### config.mk
export PLATFORM = sky130hd
export DESIGN_NAME = cc_capture_sequencer
export DESIGN_NICKNAME = d
export VERILOG_FILES = /design/src/rtl/cc_capture_sequencer.sv
export SDC_FILE = /design/constraint.sdc
export NUM_CORES = 1
export LEC_CHECK = 0
export CORE_UTILIZATION = 48
export CTS_BUF_LIST = sky130_fd_sc_hd__clkbuf_16
export DETAILED_ROUTE_END_ITERATION = 10
export HOLD_SLACK_MARGIN = 0.02
export PLACE_DENSITY = 0.88
export SETUP_SLACK_MARGIN = 0.4
export SLEW_MARGIN = 25
export SYNTH_ARGS = -nofsm -noshare
export SYNTH_HDL_FRONTEND = slang
export SYNTH_SLANG_ARGS = --single-unit
export TNS_END_PERCENT = 5
### constraint.sdc
create_clock -name cmos_clk_i -period 3.29 [get_ports cmos_clk_i]
set_clock_uncertainty 0.05 [all_clocks]
set_input_delay 0.329 -clock cmos_clk_i [delete_from_list [all_inputs] [get_ports cmos_clk_i]]
set_output_delay 0.329 -clock cmos_clk_i [all_outputs]
set_load 0.1 [all_outputs]
### src/rtl/cc_capture_sequencer.sv
// cc_capture_sequencer
//
// Sequences multi-frame capture bursts on the CMOS capture host. For every
// frame it waits for a free downstream buffer, pulses the host's arm request,
// follows the host's cc_enabled window and then validates the host's
// bits-per-frame statistic. Between captures it can let a programmable number
// of vsync rising edges pass. Waits in ARM and SKIP are bounded by a timeout.
//
// Ports (all in the cmos_clk_i domain):
//   cmos_clk_i        sensor pixel clock
//   rst               asynchronous active-high reset
//   start_i           pulse, starts a burst from IDLE
//   abort_i           ends a running burst with err_code 2
//   num_frames_i      frames to accept (0 = run until abort), latched at start
//   skip_frames_i     vsync rises to skip between captures, latched on SKIP entry
//   expected_bits_i   required bits_per_frame (0 = accept anything)
//   cmos_vsync_i      raw sensor vsync
//   buf_ready_i       downstream buffer free
//   cc_enabled_i      capture window from the host
//   bits_per_frame_i  host statistic, valid in CHECK
//   arm_o             arm request to the host
//   frame_done_o      one-cycle pulse per accepted frame
//   busy_o            high whenever a burst is running
//   done_o            one-cycle pulse at burst end
//   error_o           sticky error flag, cleared by the next start
//   err_code_o        0 none, 1 timeout, 2 abort
//   frames_captured_o accepted-frame count (saturating)
//   frames_dropped_o  rejected-frame count (saturating)
module cc_capture_sequencer #(
  parameter logic [31:0] TIMEOUT_CYCLES = 32'd2000000,
  parameter int          CNT_W          = 16
) (
  input  logic             cmos_clk_i,
  input  logic             rst,
  input  logic             start_i,
  input  logic             abort_i,
  input  logic [CNT_W-1:0] num_frames_i,
  input  logic [7:0]       skip_frames_i,
  input  logic [31:0]      expected_bits_i,
  input  logic             cmos_vsync_i,
  input  logic             buf_ready_i,
  input  logic             cc_enabled_i,
  input  logic [31:0]      bits_per_frame_i,
  output logic             arm_o,
  output logic             frame_done_o,
  output logic             busy_o,
  output logic             done_o,
  output logic             error_o,
  output logic [1:0]       err_code_o,
  output logic [CNT_W-1:0] frames_captured_o,
  output logic [CNT_W-1:0] frames_dropped_o
);

  typedef enum logic [2:0] {
    S_IDLE,
    S_WAIT_BUF,
    S_ARM,
    S_CAPTURE,
    S_CHECK,
    S_SKIP,
    S_DONE
  } state_t;

  localparam logic [CNT_W-1:0] CNT_ONE = {{(CNT_W-1){1'b0}}, 1'b1};

  state_t           state_q;
  state_t           state_d;
  logic             vsync_p1;
  logic             cc_en_p1;
  logic [31:0]      tmo_cnt;
  logic [7:0]       skip_cnt;
  logic [CNT_W-1:0] num_lat;

  logic             vsync_rise;
  logic             cc_fall;
  logic             timed_out;
  logic             bits_bad;
  logic             check_act;
  logic             set_err;
  logic [1:0]       err_d;
  logic [CNT_W-1:0] cap_next;

  function automatic logic [CNT_W-1:0] sat_inc(input logic [CNT_W-1:0] v);
    return (&v) ? v : v + CNT_ONE;
  endfunction

  assign vsync_rise = cmos_vsync_i & ~vsync_p1;
  assign cc_fall    = cc_en_p1 & ~cc_enabled_i;
  assign timed_out  = (tmo_cnt >= TIMEOUT_CYCLES);
  assign bits_bad   = (expected_bits_i != 32'd0) && (bits_per_frame_i != expected_bits_i);
  // A frame is judged only when CHECK is not pre-empted by abort.
  assign check_act  = (state_q == S_CHECK) && !abort_i;
  assign cap_next   = bits_bad ? frames_captured_o : sat_inc(frames_captured_o);
  assign busy_o     = (state_q != S_IDLE);

  always_comb begin
    state_d = state_q;
    set_err = 1'b0;
    err_d   = 2'd0;
    if (state_q != S_IDLE && state_q != S_DONE && abort_i) begin
      state_d = S_DONE;
      set_err = 1'b1;
      err_d   = 2'd2;
    end else begin
      case (state_q)
        S_IDLE:     if (start_i) state_d = S_WAIT_BUF;
        S_WAIT_BUF: if (buf_ready_i) state_d = S_ARM;
        S_ARM: begin
          if (cc_enabled_i) begin
            state_d = S_CAPTURE;
          end else if (timed_out) begin
            state_d = S_DONE;
            set_err = 1'b1;
            err_d   = 2'd1;
          end
        end
        S_CAPTURE:  if (cc_fall) state_d = S_CHECK;
        S_CHECK: begin
          if (num_lat != '0 && cap_next == num_lat) state_d = S_DONE;
          else if (skip_frames_i != 8'd0)            state_d = S_SKIP;
          else                                       state_d = S_WAIT_BUF;
        end
        S_SKIP: begin
          if (vsync_rise && skip_cnt <= 8'd1) begin
            state_d = S_WAIT_BUF;
          end else if (timed_out) begin
            state_d = S_DONE;
            set_err = 1'b1;
            err_d   = 2'd1;
          end
        end
        S_DONE:     state_d = S_IDLE;
        default:    state_d = S_IDLE;
      endcase
    end
  end

  // ---- state register and edge-detect history ----
  always_ff @(posedge cmos_clk_i or posedge rst) begin
    if (rst) begin
      state_q  <= S_IDLE;
      vsync_p1 <= 1'b0;
      cc_en_p1 <= 1'b0;
    end else begin
      state_q  <= state_d;
      vsync_p1 <= cmos_vsync_i;
      cc_en_p1 <= cc_enabled_i;
    end
  end

  // ---- timeout, skip counter and burst length latch ----
  always_ff @(posedge cmos_clk_i or posedge rst) begin
    if (rst) begin
      tmo_cnt  <= 32'd0;
      skip_cnt <= 8'd0;
      num_lat  <= '0;
    end else begin
      if (state_d != state_q)
        tmo_cnt <= 32'd0;
      else if ((state_q == S_ARM || state_q == S_SKIP) && !(&tmo_cnt))
        tmo_cnt <= tmo_cnt + 32'd1;

      if (state_q != S_SKIP && state_d == S_SKIP)
        skip_cnt <= skip_frames_i;
      else if (state_q == S_SKIP && vsync_rise && skip_cnt != 8'd0)
        skip_cnt <= skip_cnt - 8'd1;

      if (state_q == S_IDLE && start_i)
        num_lat <= num_frames_i;
    end
  end

  // ---- registered outputs ----
  // arm_o rises one cycle after ARM entry and drops on the edge that leaves ARM.
  always_ff @(posedge cmos_clk_i or posedge rst) begin
    if (rst) begin
      arm_o             <= 1'b0;
      frame_done_o      <= 1'b0;
      done_o            <= 1'b0;
      error_o           <= 1'b0;
      err_code_o        <= 2'd0;
      frames_captured_o <= '0;
      frames_dropped_o  <= '0;
    end else begin
      arm_o        <= (state_q == S_ARM) && (state_d == S_ARM);
      frame_done_o <= check_act && !bits_bad;
      done_o       <= (state_d == S_DONE);

      if (state_q == S_IDLE && start_i) begin
        frames_captured_o <= '0;
        frames_dropped_o  <= '0;
        error_o           <= 1'b0;
        err_code_o        <= 2'd0;
      end else begin
        if (check_act) begin
          if (bits_bad) frames_dropped_o  <= sat_inc(frames_dropped_o);
          else          frames_captured_o <= cap_next;
        end
        if (set_err) begin
          err_code_o <= err_d;
          error_o    <= 1'b1;
        end
      end
    end
  end

endmodule
==> summary.txt <==
Run status
  – Run status: complete, no violations

Yosys
  – Synth cell count leaders: 99 x dfrtp_1, 75 x xor2_1, 69 x nor2_1
  – Number of library cell types mapped by synthesis: 68
  – Post-synthesis instance area: 6730 um2
  – Ys async rst share: 100%
  – Number of flops mapped to enable cells by yosys: 0
  – Yosys warns: 0
  – Post-synthesis area per instance: 9.26 um2
  – Nets in the synthesized netlist: 827
  – Cells after Synth: 726
  – Main area contributors after synthesis: dfrtp_1 37%, xor2_1 9.8%, nor4_2 5.8%
  – Share of Yosys cell area claimed by the top area cell type: 36.8%
  – Fraction of the yosys area taken by sequential cells: 36.8%
  – Cell with the most instances after synthesis: dfrtp_1
  – Flops & latches, synth: 99
  – Leading area contributor after synthesis: dfrtp_1
  – Commonest register cell after synthesis: dfrtp_1

Final layout
  – Area growth from synthesis to layout: 40.9%
  – Filler Cell Count: 1,001
  – Share of layout cells above drive strength 1: 24.9%
  – Utilization after layout: 70.4%
  – Net count reported at finish: 1,032

Die
  – Vertical die dimension: 120 um
  – Area of the die: 14,500 um2
  – Initial cell density of the core: 50.0%
  – Die Width: 120 um
  – Placement row count: 42
  – Core area: 13,500 um2
  – Number of primary I/O pins: 134

Placement
  – Number of buffers inserted by port buffering: 133
  – Final HPWL DP: 15,300 um
  – Final weighted congestion in routability-driven placement: 1.01

CTS
  – Number of H-tree levels: 3
  – CTS tree: built
  – Clock slew at reported path FFs: 80 ps
  – CTS Buffer Depth: 2
  – Clock sink count: 99
  – Clock network latency to the later pin of the worst-skew pair: 360 ps
  – # hold bufs at CTS: 0
  – Clock tree root driver cell: clkbuf_16
  – Cts bufs inserted: 9

GRT
  – Number of antenna violations at the first check in global routing: 1
  – Sum of overflow across all layers after global routing: 0
  – Global-route usage over all layers: 29.9%
  – Vias in the first global route: 6,720
  – Wire length of the first global-routing pass: 33,800 um
  – Pin count of the biggest net entering global routing: 47

Drt
  – Total length of routed met3 wires: 1470 um
  – Vias per cell: 6.13
  – Total length of routed wires: 21,300 um
  – Iteration count of the initial detailed-routing pass: 6
  – Met2 routed WL: 10,600 um
  – Average routed wire per standard cell: 19.2 um
  – DRC Markers: 0
  – Number of nets with antenna violations after routing: 0
  – Number of violations reported at the end of detailed-routing iteration 0: 590
  – Top Metal Used: met4
  – Met1 layer wirelength in the final routing: 8260 um
  – Total number of vias: 6,820

Min path
  – Worst Hold Class: in -> async

Worst setup path
  – Startpoint of the worst-slack reg-to-reg timing path: frames_captured_o[7]
  – Reg-to-reg setup timing slack: 80 ps
  – Type of the worst setup path: in -> reg
  – Crit end category: flip-flop
  – Reg-to-reg critical path endpoint: skip_cnt[6]
  – Nature of the critical path startpoint: input pin
  – Arrival time of data at the critical path endpoint: 3450 ps
  – Required time worst endpoint: 3480 ps
  – Critical path origin: expected_bits_i[26]
  – Peak fanout along the critical path: 8
  – Worst setup path end: skip_cnt[6]
  – Worst-case reg-to-reg path depth: 11

STA
  – Setup repair after global routing missed its margin: true
  – Fin crit share: 99.0%
  – Rel. slew slack: 32.2%
  – Timing-limited maximum frequency: 307 MHz
  – Number of pins exceeding their max-slew limit in the final report: 0
  – Setup tns final: 0 ps
  – Final Setup Violations: 0
  – Final count of hold timing violations: 0
  – Crit path time final: 3260 ps
  – Worst slew pin tran: 1010 ps

Pwr
  – Power per cell area: 546 nW/um2
  – Worst vdd ir: 0.413 mV
  – Leak: 3.78 nW

Run
  – Count of maximum capacitance violations: 0
[registers in the layout, indices dropped and copies added (netlist names)]
| name | flops |
|---|---|
| skip_cnt | 8 |
| tmo_cnt | 32 |
| state_q | 3 |
| frames_captured_o | 16 |
| vsync_p1 | 1 |
| cc_en_p1 | 1 |
| error_o | 1 |
| arm_o | 1 |
| done_o | 1 |
| frames_dropped_o | 16 |
| num_lat | 16 |
| err_code_o | 2 |
| frame_done_o | 1 |
[cell type report]
type                            instances  area (um2)  share of cell area, %
Clock inverter                          7        68.8                  0.726
Antenna cell                            1        2.50                 0.0264
Inverter                               21        81.3                  0.858
Tap cell                              176         220                   2.32
Timing Repair Buffer                  229        2110                   22.3
Clock buffer                            9         225                   2.38
Sequential cell                        99        2500                   26.4
Multi-Input combinational cell        571        4270                   45.0
[stage by stage]
step	cell area [um2]	setup WS, ps	hold slack [ps]	power (W)	cells
after global routing	9480	-103	368	0.00543	1113
after detailed placement	8820	-387	470	0.00400	1086
after floorplan	6780	-213	310	0.00328	726
after CTS	9350	152	333	0.00510	1110
after global placement	8820	-346	447	0.00396	1086
final	9480	32.2	306	0.00518	1113
[critical path, cell delays in order]
cell,delay [ps]
clkdlybuf4s50_1,500
xor2_1,210
nor4_2,330
nand4_1,280
o21ai_2,240
buf_6,140
a31oi_1,70
o221ai_1,230
and4bb_4,290
or3_4,380
buf_12,150
mux2_4,290
[layout by cell type, fill, tap and decap left out, types with 9 or more instances in the layout]
master | synthesis | final
clkdlybuf4s50_1 | 0 | 105
buf_4 | 3 | 90
dfrtp_1 | 99 | 83
xor2_1 | 75 | 75
nor2_1 | 69 | 65
nand2_1 | 48 | 48
nor4_2 | 31 | 42
o21ai_0 | 35 | 33
nand3_1 | 35 | 32
xnor2_1 | 27 | 27
a21oi_1 | 28 | 27
nand4_1 | 24 | 24
inv_1 | 20 | 20
nor4_1 | 35 | 20
dlygate4sd2_1 | 0 | 19
mux2_2 | 18 | 17
dfrtp_2 | 0 | 16
nor3_1 | 15 | 14
and3_1 | 12 | 10
clkbuf_16 | 0 | 9
[worst min-delay path by stage]
stage | startpoint | endpoint | slack [ps] | cells past startpoint
floorplan | cc_enabled_i | cc_en_p1 | 310 | 0
global placement | error_o | error_o | 450 | 2
finish | rst | frames_captured_o[15] | 310 | 2
CTS | rst | frames_captured_o[12] | 330 | 2
detailed placement | error_o | error_o | 470 | 2
global route | rst | frames_dropped_o[5] | 370 | 2
[logic make-up (layout without fill, tap and decap cells)]
family | count (synthesis) | count (layout) | share of synthesized area, %
and+or+nand+nor | 318 | 318 | 28.6
buffers and inverters | 56 | 266 | 4.20
other | 0 | 1 | 0
muxes | 23 | 23 | 3.76
adders and majority gates | 6 | 6 | 1.12
xor gates and xnor gates | 102 | 102 | 13.3
AOI/OAI and AO/OA | 122 | 122 | 12.2
DFF | 99 | 99 | 36.8
[where the power goes]
group | switching, W | internal (W)
Combinational | 0.00148 | 0.000906
Clock | 0.000491 | 0.000588
Sequential | 0.000285 | 0.00142
[metal layers]
layer / up-vias / track usage [%]
li1: 3099 / -
met3: 102 / 5.66
met4: 0 / 16.2
met1: 3237 / 35.5
met2: 382 / 51.0
met5: - / 0
[what timing repair did]
action	CTS	global route
gates resized for setup	60	23
pin swaps	24	9
setup endpoints to repair	43	55
gates cloned	0	0
buffers inserted	8	2
No activity file was read; power rests on OpenSTA's default activity.
